`src/rtl/mc_control_unit_if.sv`:
```
// Control bundle between the multicycle MIPS controller and its datapath.
// The controller takes the slave view; the datapath (or a bench) takes the master view.
interface mc_control_unit_if;
  logic [5:0] Op;
  logic [5:0] Funct;
  logic       Zero;
  logic       IorD;
  logic       MemWrite;
  logic       IRWrite;
  logic       PCWrite;
  logic       Branch;
  logic       PCEn;
  logic [1:0] PCSrc;
  logic       ALUSrcA;
  logic [1:0] ALUSrcB;
  logic [2:0] ALUControl;
  logic       RegDst;
  logic       MemtoReg;
  logic       RegWrite;
  logic [3:0] State;

  modport slave (
    input  Op, Funct, Zero,
    output IorD, MemWrite, IRWrite, PCWrite, Branch, PCEn, PCSrc,
           ALUSrcA, ALUSrcB, ALUControl, RegDst, MemtoReg, RegWrite, State
  );

  modport master (
    output Op, Funct, Zero,
    input  IorD, MemWrite, IRWrite, PCWrite, Branch, PCEn, PCSrc,
           ALUSrcA, ALUSrcB, ALUControl, RegDst, MemtoReg, RegWrite, State
  );
endinterface

```
`src/rtl/mc_control_unit.sv`:
```
// Multicycle MIPS main controller: Moore sequencing FSM plus ALU decoder.
// All outputs are forced to 0 while RST_N is low so no write can escape during reset.
module mc_control_unit (
  input  logic               CLK,
  input  logic               RST_N,
  mc_control_unit_if.slave   bus
);

  typedef enum logic [3:0] {
    FETCH   = 4'd0,
    DECODE  = 4'd1,
    MEMADR  = 4'd2,
    MEMRD   = 4'd3,
    MEMWB   = 4'd4,
    MEMWR   = 4'd5,
    EXECUTE = 4'd6,
    ALUWB   = 4'd7,
    BRANCH  = 4'd8,
    ADDIEX  = 4'd9,
    ADDIWB  = 4'd10,
    JUMP    = 4'd11
  } state_t;

  localparam logic [5:0] OP_LW   = 6'b100011;
  localparam logic [5:0] OP_SW   = 6'b101011;
  localparam logic [5:0] OP_RTYP = 6'b000000;
  localparam logic [5:0] OP_BEQ  = 6'b000100;
  localparam logic [5:0] OP_ADDI = 6'b001000;
  localparam logic [5:0] OP_J    = 6'b000010;

  state_t     r_state;
  state_t     w_next;
  logic [1:0] w_aluop;
  logic       w_alu_en;
  logic       w_funct_ok;
  logic [2:0] w_alu_ctl;
  logic       w_iord, w_memwrite, w_irwrite, w_pcwrite, w_branch;
  logic [1:0] w_pcsrc, w_alusrcb;
  logic       w_alusrca, w_regdst, w_memtoreg, w_regwrite;

  // NOTE: sequential state uses non-blocking assignment so every flop samples pre-edge values.
  always_ff @(posedge CLK) begin
    if (!RST_N) r_state <= FETCH;
    else        r_state <= w_next;
  end

  always_comb begin
    case (bus.Funct)
      6'b100000, 6'b100010, 6'b100100, 6'b100101, 6'b101010: w_funct_ok = 1'b1;
      default:                                              w_funct_ok = 1'b0;
    endcase
  end

  // NOTE: every combinational output gets a default first, so no path can infer a latch.
  always_comb begin
    w_next     = FETCH;
    w_aluop    = 2'b00;
    w_alu_en   = 1'b1;
    w_iord     = 1'b0;
    w_memwrite = 1'b0;
    w_irwrite  = 1'b0;
    w_pcwrite  = 1'b0;
    w_branch   = 1'b0;
    w_pcsrc    = 2'b00;
    w_alusrca  = 1'b0;
    w_alusrcb  = 2'b00;
    w_regdst   = 1'b0;
    w_memtoreg = 1'b0;
    w_regwrite = 1'b0;
    case (r_state)
      FETCH: begin
        w_irwrite = 1'b1;
        w_pcwrite = 1'b1;
        w_alusrcb = 2'b01;
        w_next    = DECODE;
      end
      DECODE: begin
        w_alusrcb = 2'b11;
        case (bus.Op)
          OP_LW, OP_SW: w_next = MEMADR;
          OP_RTYP:      w_next = w_funct_ok ? EXECUTE : FETCH;
          OP_BEQ:       w_next = BRANCH;
          OP_ADDI:      w_next = ADDIEX;
          OP_J:         w_next = JUMP;
          default:      w_next = FETCH;
        endcase
      end
      MEMADR: begin
        w_alusrca = 1'b1;
        w_alusrcb = 2'b10;
        w_next    = (bus.Op == OP_LW) ? MEMRD : MEMWR;
      end
      MEMRD: begin
        w_iord = 1'b1;
        w_next = MEMWB;
      end
      MEMWB: begin
        w_memtoreg = 1'b1;
        w_regwrite = 1'b1;
      end
      MEMWR: begin
        w_iord     = 1'b1;
        w_memwrite = 1'b1;
      end
      EXECUTE: begin
        w_alusrca = 1'b1;
        w_aluop   = 2'b10;
        w_next    = ALUWB;
      end
      ALUWB: begin
        w_regdst   = 1'b1;
        w_regwrite = 1'b1;
      end
      BRANCH: begin
        w_alusrca = 1'b1;
        w_aluop   = 2'b01;
        w_pcsrc   = 2'b01;
        w_branch  = 1'b1;
      end
      ADDIEX: begin
        w_alusrca = 1'b1;
        w_alusrcb = 2'b10;
        w_next    = ADDIWB;
      end
      ADDIWB: w_regwrite = 1'b1;
      JUMP: begin
        w_pcsrc   = 2'b10;
        w_pcwrite = 1'b1;
      end
      // Encodings 12-15 drive nothing, including the ALU code, and recover to FETCH.
      default: w_alu_en = 1'b0;
    endcase
  end

  always_comb begin
    w_alu_ctl = 3'b010;
    case (w_aluop)
      2'b00: w_alu_ctl = 3'b010;
      2'b01: w_alu_ctl = 3'b110;
      default: begin
        case (bus.Funct)
          6'b100010: w_alu_ctl = 3'b110;
          6'b100100: w_alu_ctl = 3'b000;
          6'b100101: w_alu_ctl = 3'b001;
          6'b101010: w_alu_ctl = 3'b111;
          default:   w_alu_ctl = 3'b010;
        endcase
      end
    endcase
    if (!w_alu_en) w_alu_ctl = 3'b000;
  end

  assign bus.IorD       = RST_N ? w_iord     : 1'b0;
  assign bus.MemWrite   = RST_N ? w_memwrite : 1'b0;
  assign bus.IRWrite    = RST_N ? w_irwrite  : 1'b0;
  assign bus.PCWrite    = RST_N ? w_pcwrite  : 1'b0;
  assign bus.Branch     = RST_N ? w_branch   : 1'b0;
  assign bus.PCEn       = RST_N ? (w_pcwrite | (w_branch & bus.Zero)) : 1'b0;
  assign bus.PCSrc      = RST_N ? w_pcsrc    : 2'b00;
  assign bus.ALUSrcA    = RST_N ? w_alusrca  : 1'b0;
  assign bus.ALUSrcB    = RST_N ? w_alusrcb  : 2'b00;
  assign bus.ALUControl = RST_N ? w_alu_ctl  : 3'b000;
  assign bus.RegDst     = RST_N ? w_regdst   : 1'b0;
  assign bus.MemtoReg   = RST_N ? w_memtoreg : 1'b0;
  assign bus.RegWrite   = RST_N ? w_regwrite : 1'b0;
  assign bus.State      = RST_N ? r_state    : 4'd0;

endmodule
```
`src/flat_wrapper.sv`:
```
// flat-port wrapper written by rule: the top's interface ports become plain ports
module mc_control_unit_flat 
  (CLK, RST_N, bus_Op, bus_Funct, bus_Zero, bus_IorD, bus_MemWrite, bus_IRWrite, bus_PCWrite, bus_Branch, bus_PCEn, bus_PCSrc, bus_ALUSrcA, bus_ALUSrcB, bus_ALUControl, bus_RegDst, bus_MemtoReg, bus_RegWrite, bus_State);
  mc_control_unit_if bus_i ();
  input  logic CLK;
  input  logic RST_N;
  input wire logic [$bits(bus_i.Op)-1:0] bus_Op;
  input wire logic [$bits(bus_i.Funct)-1:0] bus_Funct;
  input wire logic [$bits(bus_i.Zero)-1:0] bus_Zero;
  output wire logic [$bits(bus_i.IorD)-1:0] bus_IorD;
  output wire logic [$bits(bus_i.MemWrite)-1:0] bus_MemWrite;
  output wire logic [$bits(bus_i.IRWrite)-1:0] bus_IRWrite;
  output wire logic [$bits(bus_i.PCWrite)-1:0] bus_PCWrite;
  output wire logic [$bits(bus_i.Branch)-1:0] bus_Branch;
  output wire logic [$bits(bus_i.PCEn)-1:0] bus_PCEn;
  output wire logic [$bits(bus_i.PCSrc)-1:0] bus_PCSrc;
  output wire logic [$bits(bus_i.ALUSrcA)-1:0] bus_ALUSrcA;
  output wire logic [$bits(bus_i.ALUSrcB)-1:0] bus_ALUSrcB;
  output wire logic [$bits(bus_i.ALUControl)-1:0] bus_ALUControl;
  output wire logic [$bits(bus_i.RegDst)-1:0] bus_RegDst;
  output wire logic [$bits(bus_i.MemtoReg)-1:0] bus_MemtoReg;
  output wire logic [$bits(bus_i.RegWrite)-1:0] bus_RegWrite;
  output wire logic [$bits(bus_i.State)-1:0] bus_State;
  assign bus_i.Op = bus_Op;
  assign bus_i.Funct = bus_Funct;
  assign bus_i.Zero = bus_Zero;
  assign bus_IorD = bus_i.IorD;
  assign bus_MemWrite = bus_i.MemWrite;
  assign bus_IRWrite = bus_i.IRWrite;
  assign bus_PCWrite = bus_i.PCWrite;
  assign bus_Branch = bus_i.Branch;
  assign bus_PCEn = bus_i.PCEn;
  assign bus_PCSrc = bus_i.PCSrc;
  assign bus_ALUSrcA = bus_i.ALUSrcA;
  assign bus_ALUSrcB = bus_i.ALUSrcB;
  assign bus_ALUControl = bus_i.ALUControl;
  assign bus_RegDst = bus_i.RegDst;
  assign bus_MemtoReg = bus_i.MemtoReg;
  assign bus_RegWrite = bus_i.RegWrite;
  assign bus_State = bus_i.State;
  mc_control_unit u_core (.CLK(CLK), .RST_N(RST_N), .bus(bus_i));
endmodule
```
`config.mk`:
```
export PLATFORM = sky130hd
export DESIGN_NAME = mc_control_unit_flat
export DESIGN_NICKNAME = d
export VERILOG_FILES = /design/src/rtl/mc_control_unit_if.sv /design/src/rtl/mc_control_unit.sv /design/src/flat_wrapper.sv
export SDC_FILE = /design/constraint.sdc
export NUM_CORES = 1
export LEC_CHECK = 0
export ABC_AREA = 1
export BUFFER_PORTS_ARGS = -buffer_cell sky130_fd_sc_hd__clkbuf_2
export CORE_MARGIN = 3
export CORE_UTILIZATION = 23
export CTS_CLUSTER_DIAMETER = 200
export DETAILED_ROUTE_END_ITERATION = 8
export GPL_TIMING_DRIVEN = 0
export SLEW_MARGIN = 20
export SYNTH_ARGS = -nofsm -noshare
export SYNTH_HDL_FRONTEND = slang
export SYNTH_SLANG_ARGS = --single-unit
```
`constraint.sdc`:
```
create_clock -name CLK -period 2 [get_ports CLK]
set_input_delay 0.2 -clock CLK [delete_from_list [all_inputs] [get_ports CLK]]
set_output_delay 0.2 -clock CLK [all_outputs]
set_load 0.02 [all_outputs]
```
### Word level (Yosys, flattened, before mapping)

Cells that the tools add are included.

| operators by class | value |
|---|---|
| bitwise operators | 2 |
| equal/unequal tests | 22 |
| reductions and logical operators | 11 |
| muxes and demuxes | 35 |

Operators with widths:

| cell | count |
|---|---|
| $eq A6 B6 Y1 const B | 7 |
| $pmux W4 S6 | 1 |
| $mux W1 | 21 |
| $pmux W4 S5 | 1 |
| $eq A4 B3 Y1 const B | 4 |
| $eq A4 B4 Y1 const B | 4 |
| $mux W3 | 4 |
| $pmux W3 S4 | 1 |
| $reduce_or A12 Y1 | 1 |
| $eq A4 B2 Y1 const B | 2 |
| $pmux W2 S2 | 2 |
| $reduce_or A2 Y1 | 4 |
| $eq A6 B2 Y1 const B | 1 |
| $eq A6 B3 Y1 const B | 1 |
| $eq A6 B4 Y1 const B | 1 |
| $logic_not A6 Y1 | 1 |
| $pmux W2 S3 | 1 |
| $pmux W3 S2 | 1 |
| $reduce_or A5 Y1 | 1 |
| $eq A4 B1 Y1 const B | 1 |
| $logic_not A4 Y1 | 1 |
| $mux W2 | 2 |
| $mux W4 | 1 |
| $reduce_or A4 Y1 | 1 |
| 5 further kinds | 5 |

| storage, ports and cells | value |
|---|---|
| word-level logic and storage cells | 71 |
| input bits | 15 |
| output and inout port bits | 21 |
| bits in registers | 4 |

### Depth between registers and ports, before layout

| depth | value |
|---|---|
| depth in word-level cells | 6 |
| gate-level depth with buffers | 8 |
| depth with buffers taken out | 8 |

### Worst setup path before layout

Ideal clock, no wire load.

| timing | value |
|---|---|
| path kind | reg-to-output |
| from | register u_core.r_state[3] |
| to | output bus_PCEn |
| cell stages (with the launch flop) | 7 |
| data arrival time | 1354 ps |
| path slack | 446 ps |
| path buffers | 0 |
| path through | dfxtp_1 -> inv_1 -> nor2_4 -> nand2_1 -> nor3_2 -> nand2_1 -> o21ai_0 |

| between the ends | value |
|---|---|
| word-level cells in the longest chain between the ends | 5 |

Ends and longest elaborated chain:

| what | line | source |
|---|---|---|
| start, declared | mc_control_unit.sv:31 | `state_t r_state;` |
| start signal, assigned | mc_control_unit.sv:44 | `else r_state <= w_next;` |
| $eq A4 B4 Y1 or $logic_not A4 Y1 (tied branches) | mc_control_unit.sv:70 | `case (r_state)` |
| $reduce_or A2 Y1 (no source line) or $mux W1 (tied branches) | -- |  |
| $mux W1 or $and A1 B1 Y1 (tied branches) | mc_control_unit.sv:70, mc_control_unit.sv:158 |  |
| $or A1 B1 Y1 * | mc_control_unit.sv:158 | `assign bus.PCEn = RST_N ? (w_pcwrite \| (w_branch & bus.Zero)) : 1'b0;` |
| $mux W1 * | mc_control_unit.sv:158 |  |
| end, declared | flat_wrapper.sv:15 | `output wire logic [$bits(bus_i.PCEn)-1:0] bus_PCEn;` |

Mark *: on every way between the ends. The rest lies on a longest branch, timed or not.

### Worst setup path after layout

Same ends and word-level chain as after synthesis.

==> impl_metrics.yaml <==
hold_path:
  hold_path_end: "u_core.r_state[3]"
  hold_path_class: "in -> reg"
  hold_path_depth: 3
  min_from: "RST_N"
sta:
  tightest_slew_ps: 386.6
  fmax_mhz: 566.2
  slew_violations: 0
  final.period_utilization_pct: 88.31
  max_slew_margin_pct: 74.23
  rsz0062_at_grt: "no"
  setup_ws_ps: 233.9
  tns_ps: 0
  final-hold-violation-count: 0
  holdWs_ps: 247.3
  min_period_ps: 1766
  finalSetupViolCount: 0
  clock_skew_ps: 6.953
final_layout:
  largest_reg_flops: 4
  antenna_cells: 0
  nets: 167
  drive_gt1_share_pct: 32.67
  syn_to_final_growth_pct: 39.41
  final_common_cell: "clkbuf_2"
  top_register: "u_core.r_state"
  final_cell_mix: "clkbuf_2 (35), nand2_1 (29), nor2_1 (23)"
  reg_top3: "u_core.r_state x4"
clock_network:
  cts_tree: "yes"
  htree_levels: 1
  post_cts_buffers: 0
  clk_latency_ps: 240
  cts_buffers: 3
  cts_hold_buf: 0
  clockBufferDepth: 2
  clk_pin_slew_ps: 30
  cts_resized: 0
  cts.sinks: 4
  cts_root_buf: "clkbuf_4"
detailed_routing:
  wl_per_cell_um: 9.820
  via_count: 812
  drtPass1Iterations: 4
  drtAntennaViolNets: 0
  wirelength_um: 1748
  routed_via_density: 4.562
  drc: 0
  drt_iter0_markers: 23
place:
  dp_slack_ps: 470.9
  io_buffer_count: 35
  post-dp-hpwl_um: 1518
  gp_congestion: 0.7526
synth:
  seq_area_frac_synth_pct: 13.56
  synth.avg_cell_area_um2: 5.273
  ys_seq_elements: 4
  synthCells: 112
  syn-cell-area_um2: 590.6
  ys_types: 22
  synthesis.nets: 127
  yosys_warnings: 0
setup_path:
  endpoint_kind: "output pin"
  critPathArrivalTime_ps: 1570
  path_class: "reg -> out"
  r2r-start: "u_core.r_state[2]"
  reg2reg_to: "u_core.r_state[1]"
  critical_path.startpoint_type: "register"
  cp_max_fo: 5
  ff2ff_setup_slack_ps: 760
  crit_required_ps: 1800
  reg2reg_depth: 5
die:
  rows: 17
  dieHeight_um: 56.67
  coreArea_um2: 2318
  start_util_pct: 25.47
  ios: 36
  die_x_um: 56.67
  dieArea_um2: 3211
pwr:
  peakVddDrop_mv: 0.1386
  power.leakage_nw: 0.4912
  power_density_nw_per_um2: 337.5
grt:
  first_global_vias: 753
  gr-usage-all-layers_pct: 11.68
  antenna_found_initial: 0
  grt_pass1_wl_um: 3036
  overflow: 0
  grt_max_degree: 11
run_status:
  status: "complete, no violations"
flow_run:
  maxCapViolations: 0
==> kinds of logic after synthesis <==
kind of cell / Yosys count / share of synthesized area [%]
buffers and inverters: 22 / 14.62
AOI/OAI and AO/OA: 13 / 12.50
and+or+nand+nor: 73 / 59.32
DFF: 4 / 13.56
==> per-layer routing <==
layer  GRT usage (%)  wire (um)
met5               0          0
met3           2.759        137
met2           19.80        867
met4           5.085          8
met1           13.80        735
==> stage by stage <==
step | area [um^2] | total power, mW | instances | utilization, %
after floorplan | 590.6 | 0.1409 | 112 | -
after global placement | 800.8 | 0.1769 | 175 | 34.54
after detailed placement | 800.8 | 0.1783 | 175 | 34.54
after CTS | 823.3 | 0.2836 | 178 | 35.51
after global routing | 823.3 | 0.2998 | 178 | 35.51
final | 823.3 | 0.2779 | 178 | 35.51
==> layout make-up <==
cell class                      instances  area, um^2
Buffer                                  2       11.26
Clock buffer                            3       22.52
Fill cell                             282        1495
Inverter                               20       75.07
Multi-Input combinational cell         86       424.2
Sequential cell                         4       80.08
Tap cell                               28       35.03
Timing Repair Buffer                   35       175.2
==> how the worst max path moves through the flow <==
stage / start / endpoint / depth (start not counted)
3_5_place_dp: u_core.r_state[3] / bus_PCEn / 7
3_3_place_gp: u_core.r_state[2] / bus_ALUControl[0] / 7
4_1_cts: u_core.r_state[3] / bus_PCEn / 7
2_1_floorplan: u_core.r_state[3] / bus_PCEn / 6
6_report: u_core.r_state[3] / bus_PCEn / 7
5_1_grt: u_core.r_state[3] / bus_PCEn / 7
==> critical path: stages (launching register included) <==
cell and delay [ps]:
dfxtp_1 430, inv_1 140, nor2_4 150, nand2_1 100
nor3_2 180, nand2_1 60, o21ai_0 80, clkbuf_2 190
==> where the power goes <==
part | leakage, nW | total, mW | switching (mW) | internal [mW]
registers | 0.0326 | 0.0879 | 0.00537 | 0.0826
clock network | 0.0138 | 0.101 | 0.0340 | 0.0672
logic | 0.445 | 0.0887 | 0.0573 | 0.0314
total | 0.491 | 0.278 | 0.0967 | 0.181
==> cell usage after synthesis (all sizes together) <==
cell	number	area, um^2
a21boi	1	7.510
clkbuf	1	3.750
o21ai	1	5.000
nor3	4	25.02
nand2	30	120.1
a21oi	7	35.03
nor3b	2	25.02
clkinv	1	3.750
dfxtp	4	80.08
o22ai	1	6.260
nand4	3	18.77
a31oi	2	12.51
buf	1	7.510
nor2	27	126.4
nand3	7	35.03
inv	19	71.32
a211oi	1	7.510
No activity file was read; power rests on OpenSTA's default activity.
